$ cat config.mk
export PLATFORM = sky130hd
export DESIGN_NAME = sram_like_arbiter
export DESIGN_NICKNAME = d
export VERILOG_FILES = /design/src/rtl/sram_like_arbiter_pkg.sv /design/src/rtl/sram_tag_fifo.sv /design/src/rtl/sram_like_arbiter.sv
export SDC_FILE = /design/constraint.sdc
export NUM_CORES = 1
export LEC_CHECK = 0
export BUFFER_PORTS_ARGS = -buffer_cell sky130_fd_sc_hd__buf_4
export CORE_AREA = 2 2 148 150
export CTS_BUF_LIST = sky130_fd_sc_hd__clkbuf_8
export DETAILED_ROUTE_END_ITERATION = 7
export DIE_AREA = 0 0 150 152
export GPL_TIMING_DRIVEN = 0
export SLEW_MARGIN = 20
export SYNTH_ARGS = -nofsm -noshare
export SYNTH_HDL_FRONTEND = slang
export SYNTH_SLANG_ARGS = --single-unit
$ cat constraint.sdc
create_clock -name clk -period 3.1 [get_ports clk]
set_input_delay 0.31 -clock clk [delete_from_list [all_inputs] [get_ports clk]]
set_output_delay 0.31 -clock clk [all_outputs]
set_load 0.01 [all_outputs]
$ cat src/rtl/sram_like_arbiter_pkg.sv
// Shared definitions for the sram-like arbiter: response source tags and arbiter FSM encodings.
package sram_like_arbiter_pkg;

  localparam logic SRAM_TAG_INST = 1'b0;
  localparam logic SRAM_TAG_DATA = 1'b1;

  typedef enum logic [1:0] {
    ARB_IDLE   = 2'd0,
    ARB_LOCK_I = 2'd1,
    ARB_LOCK_D = 2'd2
  } arb_state_e;

endpackage

$ cat src/rtl/sram_tag_fifo.sv
// DEPTH x 1-bit FIFO holding the source tag of each accepted, still-unanswered request.
module sram_tag_fifo #(
  parameter int DEPTH = 4
) (
  input  logic                       clk,
  input  logic                       reset,
  input  logic                       push_i,
  input  logic                       pop_i,
  input  logic                       din_i,
  output logic                       dout_o,
  output logic                       full_o,
  output logic                       empty_o,
  output logic [$clog2(DEPTH):0]     count_o
);

  localparam int AW = $clog2(DEPTH);

  logic [AW-1:0] wr_ptr_q, rd_ptr_q;
  logic [AW:0]   count_q;
  logic          mem_q [DEPTH];

  // DEPTH is a power of two, so the pointers wrap naturally.
  always_ff @(posedge clk or posedge reset) begin
    if (reset) begin
      wr_ptr_q <= '0;
      rd_ptr_q <= '0;
      count_q  <= '0;
    end else begin
      if (push_i) wr_ptr_q <= wr_ptr_q + 1'b1;
      if (pop_i)  rd_ptr_q <= rd_ptr_q + 1'b1;
      case ({push_i, pop_i})
        2'b10:   count_q <= count_q + 1'b1;
        2'b01:   count_q <= count_q - 1'b1;
        default: count_q <= count_q;
      endcase
    end
  end

  always_ff @(posedge clk) begin
    if (push_i) mem_q[wr_ptr_q] <= din_i;
  end

  assign dout_o  = mem_q[rd_ptr_q];
  assign full_o  = (count_q == (AW+1)'(DEPTH));
  assign empty_o = (count_q == '0);
  assign count_o = count_q;

endmodule

$ cat src/rtl/sram_like_arbiter.sv
// Shares one sram-like slave port between instruction and data masters; data wins unless
// instruction has waited DATA_STREAK grants, and a tag FIFO routes in-order responses back.
module sram_like_arbiter
  import sram_like_arbiter_pkg::*;
#(
  parameter int OUTSTANDING = 4,
  parameter int DATA_STREAK = 4
) (
  input  logic        clk,
  input  logic        reset,
  input  logic        inst_req,
  input  logic        inst_wr,
  input  logic [1:0]  inst_size,
  input  logic [3:0]  inst_wstrb,
  input  logic [31:0] inst_addr,
  input  logic [31:0] inst_wdata,
  output logic        inst_addr_ok,
  output logic [31:0] inst_addr_ok_addr,
  output logic        inst_data_ok,
  output logic [31:0] inst_rdata,
  input  logic        data_req,
  input  logic        data_wr,
  input  logic [1:0]  data_size,
  input  logic [3:0]  data_wstrb,
  input  logic [31:0] data_addr,
  input  logic [31:0] data_wdata,
  output logic        data_addr_ok,
  output logic        data_data_ok,
  output logic [31:0] data_rdata,
  output logic        s_req,
  output logic        s_wr,
  output logic [1:0]  s_size,
  output logic [3:0]  s_wstrb,
  output logic [31:0] s_addr,
  output logic [31:0] s_wdata,
  input  logic        s_addr_ok,
  input  logic [31:0] s_addr_ok_addr,
  input  logic        s_data_ok,
  input  logic [31:0] s_rdata,
  output logic        err_unexp_rsp
);

  localparam int SW = $clog2(DATA_STREAK + 1);
  localparam int CW = $clog2(OUTSTANDING) + 1;
  localparam logic [SW-1:0] STREAK_MAX = SW'(DATA_STREAK);

  arb_state_e    state_q, state_d;
  logic [SW-1:0] streak_q, streak_d;
  logic          err_q, err_d;
  logic          grant_inst, grant_data, accept;
  logic          fifo_full, fifo_empty, fifo_head, fifo_pop;
  logic [CW-1:0] fifo_count;

  always_comb begin
    grant_inst = 1'b0;
    grant_data = 1'b0;
    case (state_q)
      ARB_LOCK_I: grant_inst = 1'b1;
      ARB_LOCK_D: grant_data = 1'b1;
      default: begin
        if (data_req && (streak_q < STREAK_MAX || !inst_req)) grant_data = 1'b1;
        else if (inst_req)                                    grant_inst = 1'b1;
      end
    endcase
  end

  // Reset gates s_req so no addr_ok can be seen while reset is held.
  always_comb begin
    s_req   = ((grant_inst & inst_req) | (grant_data & data_req)) & ~fifo_full & ~reset;
    s_wr    = 1'b0;
    s_size  = '0;
    s_wstrb = '0;
    s_addr  = '0;
    s_wdata = '0;
    if (grant_data) begin
      s_wr = data_wr; s_size = data_size; s_wstrb = data_wstrb;
      s_addr = data_addr; s_wdata = data_wdata;
    end else if (grant_inst) begin
      s_wr = inst_wr; s_size = inst_size; s_wstrb = inst_wstrb;
      s_addr = inst_addr; s_wdata = inst_wdata;
    end
  end

  assign accept       = s_req & s_addr_ok;
  assign inst_addr_ok = accept & grant_inst;
  assign data_addr_ok = accept & grant_data;

  always_comb begin
    state_d = state_q;
    case (state_q)
      ARB_IDLE:   if (s_req && !s_addr_ok) state_d = grant_data ? ARB_LOCK_D : ARB_LOCK_I;
      ARB_LOCK_I,
      ARB_LOCK_D: if (accept) state_d = ARB_IDLE;
      default:    state_d = ARB_IDLE;
    endcase
  end

  always_comb begin
    streak_d = streak_q;
    if (!inst_req || inst_addr_ok)                streak_d = '0;
    else if (data_addr_ok && streak_q != STREAK_MAX) streak_d = streak_q + 1'b1;
  end

  assign err_d = err_q | (s_data_ok & (fifo_count == '0));

  always_ff @(posedge clk or posedge reset) begin
    if (reset) begin
      state_q  <= ARB_IDLE;
      streak_q <= '0;
      err_q    <= 1'b0;
    end else begin
      state_q  <= state_d;
      streak_q <= streak_d;
      err_q    <= err_d;
    end
  end

  assign fifo_pop = s_data_ok & ~fifo_empty;

  sram_tag_fifo #(.DEPTH(OUTSTANDING)) u_tag_fifo (
    .clk     (clk),
    .reset   (reset),
    .push_i  (accept),
    .pop_i   (fifo_pop),
    .din_i   (grant_data ? SRAM_TAG_DATA : SRAM_TAG_INST),
    .dout_o  (fifo_head),
    .full_o  (fifo_full),
    .empty_o (fifo_empty),
    .count_o (fifo_count)
  );

  assign inst_data_ok      = fifo_pop & (fifo_head == SRAM_TAG_INST);
  assign data_data_ok      = fifo_pop & (fifo_head == SRAM_TAG_DATA);
  assign inst_rdata        = s_rdata;
  assign data_rdata        = s_rdata;
  assign inst_addr_ok_addr = s_addr_ok_addr;
  assign err_unexp_rsp     = err_q;

endmodule

==> results.sh <==
export IMPL_status="completed"
export IMPL_worst_slew_pin_slew_ns=0.8978
export IMPL_synth_top_family_by_area="simple AND/OR/NAND/NOR gates"
export IMPL_antenna_found_initial=0
export IMPL_core_area_um2=21350
export IMPL_port_buffers=320
export IMPL_yosys_area_share_adder_pct=5.079
export IMPL_skew_ns=0.001405
export IMPL_num_vias=3939
export IMPL_grt_overflow_total=0
export IMPL_rows=54
export IMPL_grt_first_pass_wirelength_mm=21.54
export IMPL_cts_tree="done"
export IMPL_ios=385
export IMPL_h_tree_depth=1
export IMPL_post_route_period_util_pct=91.88
export IMPL_drive_above_1_share_pct=60.05
export IMPL_synth_seq_cells=17
export IMPL_grt_pass1_vias=3809
export IMPL_min_period_ns=2.848
export IMPL_cp_start_kind="register"
export IMPL_worst_r2r_endpoint="u_tag_fifo.count_o[2]"
export IMPL_ir_drop_mv=0.2120
export IMPL_slew_viol_final=0
export IMPL_holdBufCountCts=0
export IMPL_die_w_um=150
export IMPL_power_mw=2.589
export IMPL_die_h_um=152
export IMPL_cts_clk_slew_worst_paths_ns=0.07
export IMPL_die_area_um2=22800
export IMPL_holdWs_ns=0.1132
export IMPL_yosys_warnings=0
export IMPL_fin_ws_ns=0.2519
export IMPL_synth_area_mux_share_pct=1.138
export IMPL_gp_congestion=0.7686
export IMPL_crit_path_end_kind="primary output"
export IMPL_dpl_worst_slack_ns=0.2274
export IMPL_synth_xor_area_share_pct=1.839
export IMPL_synthDistinctLibCells=45
export IMPL_wl_per_cell_um=14.63
export IMPL_fin_cells=1036
export IMPL_grt_use_total_pct=12.19
export IMPL_r2r_setup_slack_ns=0.62
export IMPL_final_common_cell="buf_4"
export IMPL_cp_max_fo=10
export IMPL_setup_viol=0
export IMPL_start_util_pct=13.38
export IMPL_synth_area_leaders="buf_4, nand2_1, nand3_1"
export IMPL_synth_top_area_cell="buf_4"
export IMPL_diodes=0
export IMPL_fill_cells=2373
export IMPL_via_per_inst=3.802
export IMPL_clockBufferDepth=2
export IMPL_critPathArrivalTime_ns=2.54
export IMPL_required_ns=2.79
export IMPL_detail_route_first_pass_iterations=4
export IMPL_dp_hpwl_mm=13.04
export IMPL_power_density_nw_per_um2=456.9
export IMPL_root_buffer="clkbuf_8"
export IMPL_tns_ns=0
export IMPL_rsz0062_at_grt="false"
export IMPL_p_leak_nw=3.231
export IMPL_insertion_delay_ns=0.24
export IMPL_syn_inst=432
export IMPL_yosys_area_share_simple_pct=36.43
export IMPL_drv_cap=0
export IMPL_grt_max_degree=14
export IMPL_synth_top_area_share_pct=25.48
export IMPL_seq_area_frac_synth_pct=15.59
export IMPL_drc_errors=0
export IMPL_ant_nets=0
export IMPL_layout_common_cells="buf_4, nand2_1, nand3_1"
export IMPL_slew_headroom_pct=40.15
export IMPL_netlist_area_um2=2858
export IMPL_fmax_mhz=351.1
export IMPL_area_growth_pct=98.29
export IMPL_clkSinkCount=17
export IMPL_final_hold_viol_count=0
export IMPL_min_path_type="input pin to async pin"
export IMPL_cts_buffers=3
export IMPL_synth_compound_area_share_pct=6.611
export IMPL_synth_nets=655
export IMPL_reg2reg_depth=12
export IMPL_r2r_start="state_q[0]"
export IMPL_wirelength_mm=15.16
export IMPL_synth_area_per_cell_um2=6.615
export IMPL_fin_nets=980
export IMPL_critPathKind="register to primary output"
export IMPL_dp_cells=1032
export IMPL_drtIter0Drc=158
## routing by layer
| metal | global-route usage, % | routed length, um |
|---|---|---|
| met4 | 0.9434 | 69 |
| met5 | 0 | 0 |
| met2 | 22.35 | 7667 |
| met1 | 15.41 | 5870 |
| met3 | 2.072 | 1549 |
## synth_stat cells (all sizes together)
cell	instances
nand2	147
a31oi	1
xor2	2
a2bb2oi	1
nor3	1
nor2	3
nand3b	1
a211oi	1
nand3	71
edfxtp	4
a22oi	2
o21bai	1
o21ai	1
a21oi	2
nor2b	4
inv	15
and2	7
or3b	1
a311oi	1
ha	10
dfrtp	13
a22o	1
nand4	2
xnor2	4
mux2i	1
clkbuf	2
a2111oi	1
o21ba	1
mux4	1
o22ai	2
nor3b	1
o31ai	3
o211a	1
fa	1
buf	119
nand2b	1
a21o	2
## worst max path at each step
stage | start | to | slack, ns | cells after the start
2_1_floorplan | state_q[0] | u_tag_fifo.count_o[2] | 0.80 | 12
3_3_place_gp | state_q[0] | s_wdata[27] | 0.21 | 9
3_5_place_dp | state_q[0] | s_wdata[27] | 0.23 | 9
4_1_cts | state_q[0] | s_wdata[27] | 0.02 | 8
5_1_grt | state_q[0] | s_wdata[27] | 0.02 | 8
6_report | state_q[0] | s_wdata[26] | 0.25 | 8
## registers in the layout, indices dropped and copies added, names as in the netlist
register and flops:
u_tag_fifo.wr_ptr_q 2, u_tag_fifo.count_o 3, err_unexp_rsp 1, u_tag_fifo.mem_q 4
streak_q 3, state_q 2, u_tag_fifo.rd_ptr_q 2
## kinds of logic after synthesis
| logic type | after synthesis |
|---|---|
| buf+inv | 136 |
| flops | 17 |
| fa+ha+maj | 11 |
| mux | 2 |
| simple gates | 239 |
| xor+xnor | 6 |
| compound gates | 21 |
## repair_timing
| item | CTS | global route |
|---|---|---|
| resized for setup | 2 | 2 |
| buffers inserted | 0 | 0 |
| cloned | 0 | 0 |
| pin swaps | 0 | 1 |
| setup endpoints to repair | 2 | 2 |
## through the flow
stage	instance area [um2]	util, %
6_report	5667	26.54
5_1_grt	5667	26.54
4_1_cts	5662	26.52
3_5_place_dp	5610	26.28
3_3_place_gp	5610	26.28
2_1_floorplan	2858	-
## cell type report
| cell class | instances | area (um2) | share of cell area [%] |
|---|---|---|---|
| multi-input cells | 279 | 1460 | 25.77 |
| repair buffers | 320 | 2402 | 42.39 |
| clock inverters | 1 | 5.005 | 0.08832 |
| inverters | 15 | 56.30 | 0.9936 |
| well taps | 280 | 350.3 | 6.182 |
| clock buffers | 3 | 41.29 | 0.7286 |
| plain buffers | 121 | 905.9 | 15.99 |
| flip-flops and latches | 17 | 445.4 | 7.860 |
## worst max-delay path, cell delays in order (launching register included)
cell     delay, ns
dfrtp_1       0.39
inv_1         0.10
ha_1          0.25
buf_6         0.14
o31ai_4       0.72
buf_6         0.29
nand3_1       0.10
nand2_1       0.15
buf_4         0.15
## power by group
group	internal (mW)	switching (mW)	total, mW
Sequential	0.306	0.0602	0.366
Clock	0.0889	0.0724	0.161
Combinational	0.969	1.09	2.06
No activity file was read; power rests on OpenSTA's default activity.
